==> src/rtl/registrador_controle.sv <==
// Control FSM for a 16-bit universal shift register: parallel load, then n_shifts serial shifts.
// Optional 16-bit circular rotate (forward direction only) enabled by defining REGISTRADOR_ROTATE_EN.
module registrador_controle (
    input  logic       clk,
    input  logic       rst,
    input  logic       start,
    input  logic       dir,
    input  logic       rot,
    input  logic [4:0] n_shifts,
    input  logic       serial_in,
    input  logic       saida_ultimoflip,
    input  logic       saida_primeiroflip,
    output logic       ch0,
    output logic       ch1,
    output logic       d,
    output logic       busy,
    output logic       done,
    output logic       bit_out,
    output logic       bit_valid,
    output logic [4:0] cnt
);

    localparam int unsigned CNT_W = 5;
    localparam logic [CNT_W-1:0] MAX_SHIFTS = CNT_W'(16);

    localparam logic [1:0] MODE_HOLD = 2'b00;
    localparam logic [1:0] MODE_FWD  = 2'b01;
    localparam logic [1:0] MODE_REV  = 2'b10;
    localparam logic [1:0] MODE_LOAD = 2'b11;

    typedef enum logic [1:0] {
        IDLE  = 2'd0,
        LOAD  = 2'd1,
        SHIFT = 2'd2,
        FIN   = 2'd3
    } state_t;

    state_t           state;
    logic             dir_q;
    logic [1:0]       mode_q;
    logic [CNT_W-1:0] n_clamped;

    assign n_clamped = (n_shifts > MAX_SHIFTS) ? MAX_SHIFTS : n_shifts;
    assign ch1       = mode_q[1];
    assign ch0       = mode_q[0];

`ifdef REGISTRADOR_ROTATE_EN
    logic rot_q;
`endif

    // Sequencer; every output is registered alongside the state it belongs to
    always_ff @(posedge clk) begin
        if (rst) begin
            state     <= IDLE;
            dir_q     <= 1'b0;
            cnt       <= '0;
            mode_q    <= MODE_HOLD;
            busy      <= 1'b0;
            done      <= 1'b0;
            bit_valid <= 1'b0;
`ifdef REGISTRADOR_ROTATE_EN
            rot_q     <= 1'b0;
`endif
        end else begin
            case (state)
                IDLE: begin
                    mode_q    <= MODE_HOLD;
                    busy      <= 1'b0;
                    done      <= 1'b0;
                    bit_valid <= 1'b0;
                    if (start) begin
                        state  <= LOAD;
                        dir_q  <= dir;
                        cnt    <= n_clamped;
                        mode_q <= MODE_LOAD;
                        busy   <= 1'b1;
`ifdef REGISTRADOR_ROTATE_EN
                        rot_q  <= rot;
`endif
                    end
                end
                LOAD: begin
                    if (cnt != '0) begin
                        state     <= SHIFT;
                        mode_q    <= dir_q ? MODE_REV : MODE_FWD;
                        busy      <= 1'b1;
                        done      <= 1'b0;
                        bit_valid <= 1'b1;
                    end else begin
                        state     <= FIN;
                        mode_q    <= MODE_HOLD;
                        busy      <= 1'b0;
                        done      <= 1'b1;
                        bit_valid <= 1'b0;
                    end
                end
                SHIFT: begin
                    cnt <= cnt - CNT_W'(1);
                    // Last shift: leave with cnt already at zero
                    if (cnt == CNT_W'(1)) begin
                        state     <= FIN;
                        mode_q    <= MODE_HOLD;
                        busy      <= 1'b0;
                        done      <= 1'b1;
                        bit_valid <= 1'b0;
                    end
                end
                FIN: begin
                    state     <= IDLE;
                    cnt       <= '0;
                    mode_q    <= MODE_HOLD;
                    busy      <= 1'b0;
                    done      <= 1'b0;
                    bit_valid <= 1'b0;
                end
                default: begin
                    state     <= IDLE;
                    cnt       <= '0;
                    mode_q    <= MODE_HOLD;
                    busy      <= 1'b0;
                    done      <= 1'b0;
                    bit_valid <= 1'b0;
                end
            endcase
        end
    end

    // Bit leaving the register: q15 on forward shift, q0 on reverse
    assign bit_out = (state == SHIFT) ? (dir_q ? saida_primeiroflip : saida_ultimoflip) : 1'b0;

`ifdef REGISTRADOR_ROTATE_EN
    assign d = (state == SHIFT && rot_q && !dir_q) ? saida_ultimoflip : serial_in;
`else
    logic unused_rot;
    assign unused_rot = rot;
    assign d          = serial_in;
`endif

endmodule

==> config.mk <==
export PLATFORM = sky130hd
export DESIGN_NAME = registrador_controle
export DESIGN_NICKNAME = d
export VERILOG_FILES = /design/src/rtl/registrador_controle.sv
export SDC_FILE = /design/constraint.sdc
export NUM_CORES = 1
export LEC_CHECK = 0
export CAP_MARGIN = 20
export CORE_ASPECT_RATIO = 1.75
export CORE_UTILIZATION = 27
export CTS_CLUSTER_DIAMETER = 40
export CTS_CLUSTER_SIZE = 28
export DETAILED_ROUTE_END_ITERATION = 8
export GPL_TIMING_DRIVEN = 0
export SETUP_SLACK_MARGIN = 0.3
export SLEW_MARGIN = 20
export SYNTH_ARGS = -nofsm -noshare
export SYNTH_HDL_FRONTEND = slang
export SYNTH_SLANG_ARGS = --single-unit
==> constraint.sdc <==
create_clock -name clk -period 3 [get_ports clk]
set_clock_uncertainty 0.05 [all_clocks]
set_input_delay 0.6 -clock clk [delete_from_list [all_inputs] [get_ports clk]]
set_output_delay 0.6 -clock clk [all_outputs]
set_load 0.005 [all_outputs]
Word level (Yosys, flattened, before mapping)
Cells that the tools add are included.
Storage, ports and cells
  input port bits: 13
  flip-flop bits (word level): 13
  memories kept: 0
  ROM bits: 0
  RAM bits: 0
  bits in latches: 0
  output and inout bits: 12
Cells by class
  div/mod/pow operators: 0
  bitwise logic cells: 0
  reduce and logical (&&, ||, !) cells: 7
  shift-type cells: 0
  equal/unequal tests: 6
  multiplexer cells: 22
  multiply operators: 0
  add/subtract/negate cells: 1
  $lt $le $gt $ge: 1
Operators with widths (number)
  $pmux W2 S4: 2
  $pmux W5 S3: 1
  $mux W2: 6
  $mux W5: 2
  $mux W1: 8
  $pmux W1 S3: 2
  $reduce_and A2 Y1: 3
  $eq A5 B1 Y1 const B: 1
  $gt A5 B5 Y1 const B: 1
  $reduce_bool A5 Y1: 1
  $sub A5 B1 Y5 const B: 1
  $eq A2 B2 Y1 const B: 2
  $ne A2 B2 Y1 const B: 2
  $pmux W1 S4: 1
  $reduce_bool A3 Y1: 1
  $eq A2 B1 Y1 const B: 1
  $logic_not A2 Y1: 1
  $reduce_or A2 Y1: 1

Logic depth before layout (Yosys ltp)
Gate-level depths: netlist of run 1.
  depth after elaboration: 4
  depth in mapped cells: 7
  gate-level depth less buffers: 6

Least setup slack after synthesis of run 1
OpenSTA, ideal clock, no wires.
  kind: reg2out
  from: reg state[0]
  to: out bit_out
  buffers on the path: 1
  stages on the path, launching flop included: 5
  slack: 1372 ps
  required time: 2350 ps
  arrival time: 978 ps
  cells stage by stage: dfxtp_1 -> inv_1 -> ha_1 -> buf_2 -> nor2b_1
On the way
  word-level cells in the longest chain between the ends: 2
Ends and longest elaborated chain
  from (decl): RTL line 38  | state_t state;
  from (signal assigned): RTL line 54  | state <= IDLE;
  from (signal assigned): RTL line 72  | state <= LOAD;
  from (signal assigned): RTL line 84  | state <= SHIFT;
  $eq A2 B2 Y1: RTL line 129  | assign bit_out = (state == SHIFT) ? (dir_q ? saida_primeiroflip : saida_ultimoflip) : 1'b0;
  $mux W1: RTL line 129
  to (decl): RTL line 18  | output logic bit_out,
No other way between the ends.

Worst setup path after layout of run 1
Ends and elaborated chain as after synthesis.

==> results of run 1 <==
[routing by layer]
metal / track usage (%) / part of all wire [%]
met5: 0 / 0
met4: 7.744 / 1.9
met3: 1.699 / 6.0
met2: 24.38 / 50
met1: 14.37 / 42
[per-stage QoR]
stage / cell area, sq um / std cells / worst slack (ns) / util (%) / hold slack (ns)
2_1_floorplan: 800.8 / 94 / 1.372 / - / 0.4027
4_1_cts: 1100 / 147 / 0.5041 / 39.95 / 0.4083
3_5_place_dp: 1055 / 143 / 0.6311 / 38.32 / 0.3998
6_report: 1100 / 147 / 0.5210 / 39.95 / 0.4062
5_1_grt: 1100 / 147 / 0.4176 / 39.95 / 0.4423
3_3_place_gp: 1055 / 143 / 0.6324 / 38.32 / 0.3904
[state kept, by name (all words and copies together), names as in the netlist]
signal / cells
done: 1
state: 2
bit_valid: 1
dir_q: 1
busy: 1
cnt: 5
mode_q: 2
[cells by family after synthesis]
kind of cell             Yosys count  synth area share [%]
multiplexers                       1                 1.250
adder cells (fa/ha/maj)            8                 12.50
flip-flops                        13                 32.50
buffers and inverters              9                 5.781
AND/OR/NAND/NOR                   34                 22.66
AO/OA/AOI/OAI                     29                 25.31
[layout make-up]
cell class	count	area, sq um
Buffer	4	27.53
Clock buffer	4	45.04
Fill cell	301	1653
Inverter	5	18.77
Multi-Input combinational cell	72	494.2
Sequential cell	13	260.3
Tap cell	27	33.78
Timing Repair Buffer	22	220.2
[synth_stat cells, types with 2 or more instances]
| master | count | area (sq um) |
|---|---|---|
| dfxtp_1 | 13 | 260.3 |
| nand2_1 | 9 | 33.78 |
| a21oi_1 | 8 | 40.04 |
| inv_1 | 5 | 18.77 |
| nand3b_1 | 2 | 15.01 |
| nor2_1 | 10 | 37.54 |
| a32o_1 | 2 | 20.02 |
| nor3_1 | 2 | 10.01 |
| nor3_2 | 2 | 20.02 |
| a211oi_1 | 2 | 15.01 |
| ha_1 | 8 | 100.1 |
| o21ai_0 | 6 | 30.03 |
| nor2b_1 | 3 | 18.77 |
[how the worst min path moves through the flow]
stage,from,to,slack (ns),cells past startpoint
4_1_cts,mode_q[1],mode_q[1],0.41,2
2_1_floorplan,bit_valid,bit_valid,0.40,2
3_5_place_dp,mode_q[1],mode_q[1],0.40,2
3_3_place_gp,mode_q[1],mode_q[1],0.39,2
6_report,mode_q[1],mode_q[1],0.41,2
5_1_grt,mode_q[1],mode_q[1],0.44,2
[power breakdown]
group	internal, mW	switching, mW	leakage (nW)
Combinational	0.253	0.242	0.294
Sequential	0.229	0.0569	0.107
Clock	0.0939	0.0662	0.0228
[worst max-delay path: stages, from the launching register on]
cell and delay [ns]:
dfxtp_1 0.37, inv_1 0.14, ha_1 0.22, buf_2 0.22, nor2b_1 0.14, clkdlybuf4s50_1 0.50
==> impl_metrics.csv, run 1 <==
group,metric,value,unit
sta,max_slew_margin,63.93,%
setup_path,r2r_slack,1.17,ns
cts,ctsHoldBuffers,0,
floorplan,start_util,29.09,%
yosys,synth_area_per_cell,8.519,sq um
setup_path,crit_type,"reg -> out",
yosys,synth_flop_cell,"dfxtp_1",
yosys,synth-async-reset-ratio,0,%
setup_path,path_max_fanout,10,
yosys,synth_cell_types,35,
route,routed_wl,1.968,mm
global_route,grt_pass1_wl,3.284,mm
setup_path,r2r-end,"cnt[1]",
cts,cts_tree,"done",
yosys,synth-edff-count,0,
sta,slew_viol_final,0,
power_and_ir_drop,powerDensity,856.3,nW/um^2
route,drt-initial-drc-count,12,
cts,clk_pin_slew,0.06,ns
yosys,synthCells,94,
floorplan,core_area,2753,sq um
cts,cts_setup_buffers,0,
layout,layout_commonest_cell,"clkdlybuf4s50_1",
yosys,mappedNetlistNets,115,
route,drc,0,
sta,fmax,0.4034,GHz
global_route,grt_usage,13.39,%
setup_path,ff2ff_path_depth,6,
layout,nets,142,
power_and_ir_drop,peakVddDrop,0.0003518,V
setup_path,end_kind,"output pin",
layout,syn_to_final_growth,37.34,%
route,via_per_inst,5.327,
place,hpwlAfterDp,1.520,mm
setup_path,crit_end,"bit_out",
route,num_vias,783,
sta,worst_pin_slew,0.5370,ns
floorplan,fp.dieW,43.17,um
route,first_pass_iters,4,
cts,htreeDepth,1,
floorplan,rows,25,
floorplan,die_height,74.04,um
sta,setup_viol_count_final,0,
power_and_ir_drop,p_total,0.9418,mW
sta,hold_viol,0,
setup_path,crit_start,"state[0]",
sta,fin_crit_sh,82.63,%
floorplan,io-pin-count,25,
setup_path,crit_arrival,1.83,ns
place,io_buffer_count,22,
cts,postCtsResizedCells,0,
route,final_antenna_net_count,0,
cts,cts_buffer_depth,2,
route,wl_per_cell,13.39,um
global_route,grt_max_degree,11,
sta,setup-tns-final,0,ns
sta,rsz0062_at_grt,"no",
yosys,syn-cell-area,800.8,sq um
layout,n_antenna_cell,0,
global_route,antenna_found_initial,0,
setup_path,rr_startpoint,"state[0]",
global_route,grt-ovfl-total,0,
floorplan,die-area,3196,sq um
place,gp_congestion,0.7795,
run_status,outcome,"complete, no violations",
cts,clk_latency,0.24,ns
global_route,first_global_vias,779,
sta,fin_crit,2.479,ns
layout,layout_common_cells,"22 x clkdlybuf4s50_1, 13 x dfxtp_1, 10 x nor2_1, 9 x nand2_1",
power_and_ir_drop,leakagePower,0.4234,nW
yosys,yosysSeqAreaShare,32.50,%
cts,cts.sinks,13,
yosys,ys_ff_latch,13,
setup_path,start_kind,"flop",
layout,drive_above_1_share,10.00,%
yosys,synth_warnings,0,
cts,cts_buffers,3,
setup_path,worstPathRequired,2.35,ns
run,maxCapViolCount,0,
cts,cts-root-buf,"clkbuf_8",
hold_path,holdCritPathClass,"reg -> reg",
No activity file was read; power rests on OpenSTA's default activity.
==> run 2, diff against run 1 <==
- clock period: 3 -> 2 ns (I/O delays scaled with it)
==> impl_metrics.csv, run 2 (same netlist as run 1, synthesis figures left out) <==
group,metric,value,unit
setup_path,path_buf_inv,1,
route,via_per_inst,5.380,
global_route,grt_pass1_wl,3.367,mm
place,gp_congestion,0.7795,
power_and_ir_drop,leakagePower,0.4492,nW
setup_path,slowest_stage,"clkdlybuf4s50_1",
global_route,grt-ovfl-total,0,
global_route,antenna_found_initial,0,
setup_path,crit_arrival,1.23,ns
setup_path,max_stage_delay,0.54,ns
route,first_pass_iters,4,
sta,hold_viol,0,
floorplan,start_util,29.09,%
run_status,outcome,"complete, no violations",
route,final_antenna_net_count,0,
sta,setup_viol_count_final,0,
layout,utilization,42.36,%
setup_path,start_kind,"flop",
layout,layout_commonest_cell,"clkdlybuf4s50_1",
layout,n_antenna_cell,0,
sta,setup-tns-final,0,ns
setup_path,cp_top_family,"buffers and inverters",
place,hpwlAfterDp,1.520,mm
floorplan,core_area,2753,sq um
layout,largest_register,"cnt",
cts,cts.sinks,13,
sta,fin_crit_sh,84.04,%
setup_path,worstPathCellList,"clkdlybuf4s50_1",
cts,cts_buffer_depth,2,
global_route,first_global_vias,799,
sta,hold_ws,0.4074,ns
place,io_buffer_count,22,
cts,cts_buffers,3,
setup_path,ff2ff_path_depth,7,
cts,cts_tree,"done",
route,routed_wl,2.080,mm
sta,fmax,0.5950,GHz
power_and_ir_drop,p_total,1.524,mW
floorplan,rows,25,
run,maxCapViolCount,0,
layout,nets,145,
setup_path,crit_type,"reg -> out",
sta,worst_pin_slew,0.4883,ns
floorplan,io-pin-count,25,
cts,clk_latency,0.25,ns
route,wl_per_cell,13.87,um
sta,fin_crit,1.681,ns
sta,slew_viol_final,0,
floorplan,fp.dieW,43.17,um
cts,clk_pin_slew,0.06,ns
layout,layout_common_cells,"21 x clkdlybuf4s50_1, 10 x nor2_1, 9 x nand2_1, 9 x dfxtp_1, 8 x a21oi_1",
sta,max_slew_margin,67.45,%
power_and_ir_drop,peakVddDrop,0.0005502,V
cts,ctsHoldBuffers,0,
setup_path,path_depth,1,
global_route,grt_max_degree,11,
layout,reg_top3,"cnt x5, mode_q x2, state x2",
layout,largest_reg_flops,5,
layout,drive_above_1_share,21.14,%
route,num_vias,807,
place,placed_area,1055,sq um
layout,syn_to_final_growth,45.63,%
setup_path,worstPathRequired,1.55,ns
floorplan,die-area,3196,sq um
layout,design_area,1166,sq um
cts,htreeDepth,1,
cts,cts-root-buf,"clkbuf_8",
sta,rsz0062_at_grt,"yes",
global_route,grt_usage,13.87,%
route,drc,0,
floorplan,die_height,74.04,um
route,drt-initial-drc-count,12,
power_and_ir_drop,powerDensity,1307,nW/um^2
hold_path,holdCritPathClass,"reg -> reg",
setup_path,end_kind,"output pin",
hold_path,whs_path_depth,2,
setup_path,path_max_fanout,5,
-- run 2: cell count changes in the layout (fill, tap and decap cells not counted), sizes merged --
cell	delta
buf	+3
clkbuf	+1
clkdlybuf4s50	-1
-- run 2: worst paths after layout --
kind | startpoint | end | slack [ns]
worst min-delay path | mode_q[1] | mode_q[1] | 0.41
worst max register to register | state[0] | cnt[2] | 0.42
worst max-delay path | cnt[4] | cnt[4] | 0.32
worst min register to register | mode_q[1] | mode_q[1] | 0.41
-- run 2: cell type report --
class                      count  area [sq um]
multi-input combinational     72         529.3
tap                           27         33.78
fill                         294          1587
buffer                         4         33.78
sequential                    13         267.8
timing repair buffer          25         237.7
inverter                       5         18.77
clock buffer                   4         45.04
-- run 2: power breakdown --
part	switching [mW]	leakage, nW	total, mW	internal (mW)
Sequential	0.0862	0.109	0.439	0.353
Clock	0.105	0.0228	0.246	0.141
Combinational	0.398	0.318	0.840	0.441
-- run 2: per-layer routing --
| layer | up-vias | GRT usage, % | part of all wire (%) |
|---|---|---|---|
| met5 | - | 0 | 0 |
| met4 | 0 | 8.418 | 2.4 |
| met3 | 5 | 2.184 | 6.4 |
| met2 | 30 | 25.04 | 50 |
| met1 | 381 | 14.67 | 41 |
| li1 | 391 | - | - |
-- run 2: tightest hold or removal path, stage by stage, from the launching register on --
cell	delay (ns)
dfxtp_1	0.31
nand2_1	0.05
a21oi_1	0.05
-- run 2: timing repair --
item,4_1_cts,5_1_grt
setup endpoints to repair,7,9
buffers inserted,3,0
resized for setup,12,7
-- run 2: per-stage QoR --
step | setup slack, ns | cells
global route | 0.2956 | 150
CTS | 0.2798 | 150
floorplan | 0.3968 | 94
finish | 0.3192 | 150
detailed placement | -0.01268 | 143
global placement | -0.0001855 | 143
==> run 3, diff against run 2 <==
- clock period: 2 -> 1.5 ns (I/O delays scaled with it)
==> impl_metrics.csv, run 3 (same netlist as run 1, synthesis figures left out) <==
group,metric,value,unit
sta,setup-tns-final,-0.02247,ns
floorplan,start_util,29.09,%
cts,htreeDepth,1,
cts,clk_latency,0.24,ns
setup_path,start_kind,"flop",
sta,setup_viol_count_final,1,
cts,cts-root-buf,"clkbuf_8",
setup_path,crit_arrival,1.17,ns
sta,slew_viol_final,0,
cts,ctsHoldBuffers,0,
route,num_vias,878,
sta,worst_pin_slew,0.3706,ns
layout,n_antenna_cell,0,
setup_path,worstPathCellList,"inv_4, ha_4, buf_6, nor2b_4, buf_2",
cts,cts_tree,"done",
sta,setup_ws,-0.02247,ns
layout,layout_commonest_cell,"buf_4",
floorplan,io-pin-count,25,
route,via_per_inst,5.354,
sta,hold_viol,0,
setup_path,worstPathRequired,1.15,ns
run_status,outcome,"finished, violations left",
global_route,antenna_found_initial,0,
setup_path,max_stage_delay,0.37,ns
layout,nets,159,
setup_path,path_buf_inv,3,
global_route,grt_pass1_wl,4.064,mm
setup_path,cp_top_family,"flip-flops",
layout,largest_register,"cnt",
power_and_ir_drop,powerDensity,1786,nW/um^2
global_route,grt-ovfl-total,0,
setup_path,crit_type,"reg -> out",
setup_path,end_kind,"output pin",
route,first_pass_iters,4,
global_route,grt_usage,16.92,%
layout,final_cells,164,
layout,syn_to_final_growth,78.75,%
sta,hold_ws,0.4028,ns
global_route,grt_max_degree,11,
sta,fin_crit_sh,101.5,%
global_route,first_global_vias,906,
floorplan,die-area,3196,sq um
power_and_ir_drop,leakagePower,0.5832,nW
floorplan,rows,25,
route,routed_wl,2.613,mm
layout,largest_reg_flops,5,
layout,reg_top3,"cnt x5, mode_q x2, state x2",
floorplan,die_height,74.04,um
setup_path,path_max_fanout,3,
hold_path,holdCritPathClass,"reg -> reg",
cts,cts_buffers,3,
route,final_antenna_net_count,0,
run_status,violations,"negative setup slack",
sta,max_slew_margin,75.16,%
floorplan,core_area,2753,sq um
route,drc,0,
cts,cts_buffer_depth,2,
route,drt-initial-drc-count,11,
run,maxCapViolCount,0,
place,io_buffer_count,22,
route,wl_met3,83,um
setup_path,slowest_stage,"dfxtp_4",
place,place_inst,143,
route,wl_met1,930,um
sta,rsz0062_at_grt,"yes",
route,met2_length,1.517,mm
layout,layout_common_cells,"15 x buf_4, 10 x clkdlybuf4s50_1, 8 x nand2_1, 7 x a21oi_1, 7 x dfxtp_4",
layout,utilization,52.00,%
layout,drive_above_1_share,48.91,%
cts,clk_pin_slew,0.06,ns
route,highest_layer,"met4",
sta,fmax,0.6568,GHz
place,gp_congestion,0.8603,
floorplan,fp.dieW,43.17,um
cts,cts.sinks,13,
route,wl_per_cell,15.93,um
power_and_ir_drop,peakVddDrop,0.0008286,V
place,hpwlAfterDp,1.625,mm
sta,fin_crit,1.522,ns
place,post-place-ws,-0.2838,ns
[run 3: cell types whose count changed in the layout (fill, tap and decap cells not counted), sizes merged]
| cell | delta |
|---|---|
| clkdlybuf4s15 | +3 |
| dlygate4sd2 | +6 |
| clkdlybuf4s50 | -11 |
| buf | +17 |
| clkbuf | -1 |
[run 3: final cells by class]
type | count | area (sq um)
fillers | 267 | 1321
multi-input cells | 72 | 650.6
repair buffers | 39 | 352.8
flip-flops and latches | 13 | 287.8
clock buffers | 4 | 45.04
plain buffers | 4 | 35.03
well taps | 27 | 33.78
inverters | 5 | 26.28
[run 3: power by group]
group | internal (mW) | switching [mW]
Clock | 0.188 | 0.130
Sequential | 0.496 | 0.125
Combinational | 0.851 | 0.768
[run 3: final timing paths]
check                               start  cells after the start  slack, ns         to
worst min-delay path            bit_valid                      2       0.40  bit_valid
worst max register to register   state[0]                      6       0.02     cnt[1]
worst min register to register  bit_valid                      2       0.40  bit_valid
worst max-delay path             state[0]                      5      -0.02    bit_out
[run 3: metal layers]
layer  vias up  track usage [%]
met1       420            15.75
met5         -                0
met2        26            33.83
met3        10            1.942
met4         0            9.428
li1        422                -
[run 3: tightest hold or removal path, stage by stage (launching register included)]
cell and delay [ns]:
dfxtp_1 0.31, nand2_1 0.05, a21oi_1 0.05
[run 3: through the flow]
stage	area [sq um]	power, mW
3_3_place_gp	1115	1.725
4_1_cts	1319	2.322
2_1_floorplan	860.8	1.339
5_1_grt	1431	2.725
6_report	1431	2.556
3_5_place_dp	1115	1.737
[run 3: timing repair]
item,4_1_cts,5_1_grt
pin swaps,15,13
buffers inserted,13,4
gates cloned,0,0
endpoints found under the setup margin,25,17
resized for setup,49,20
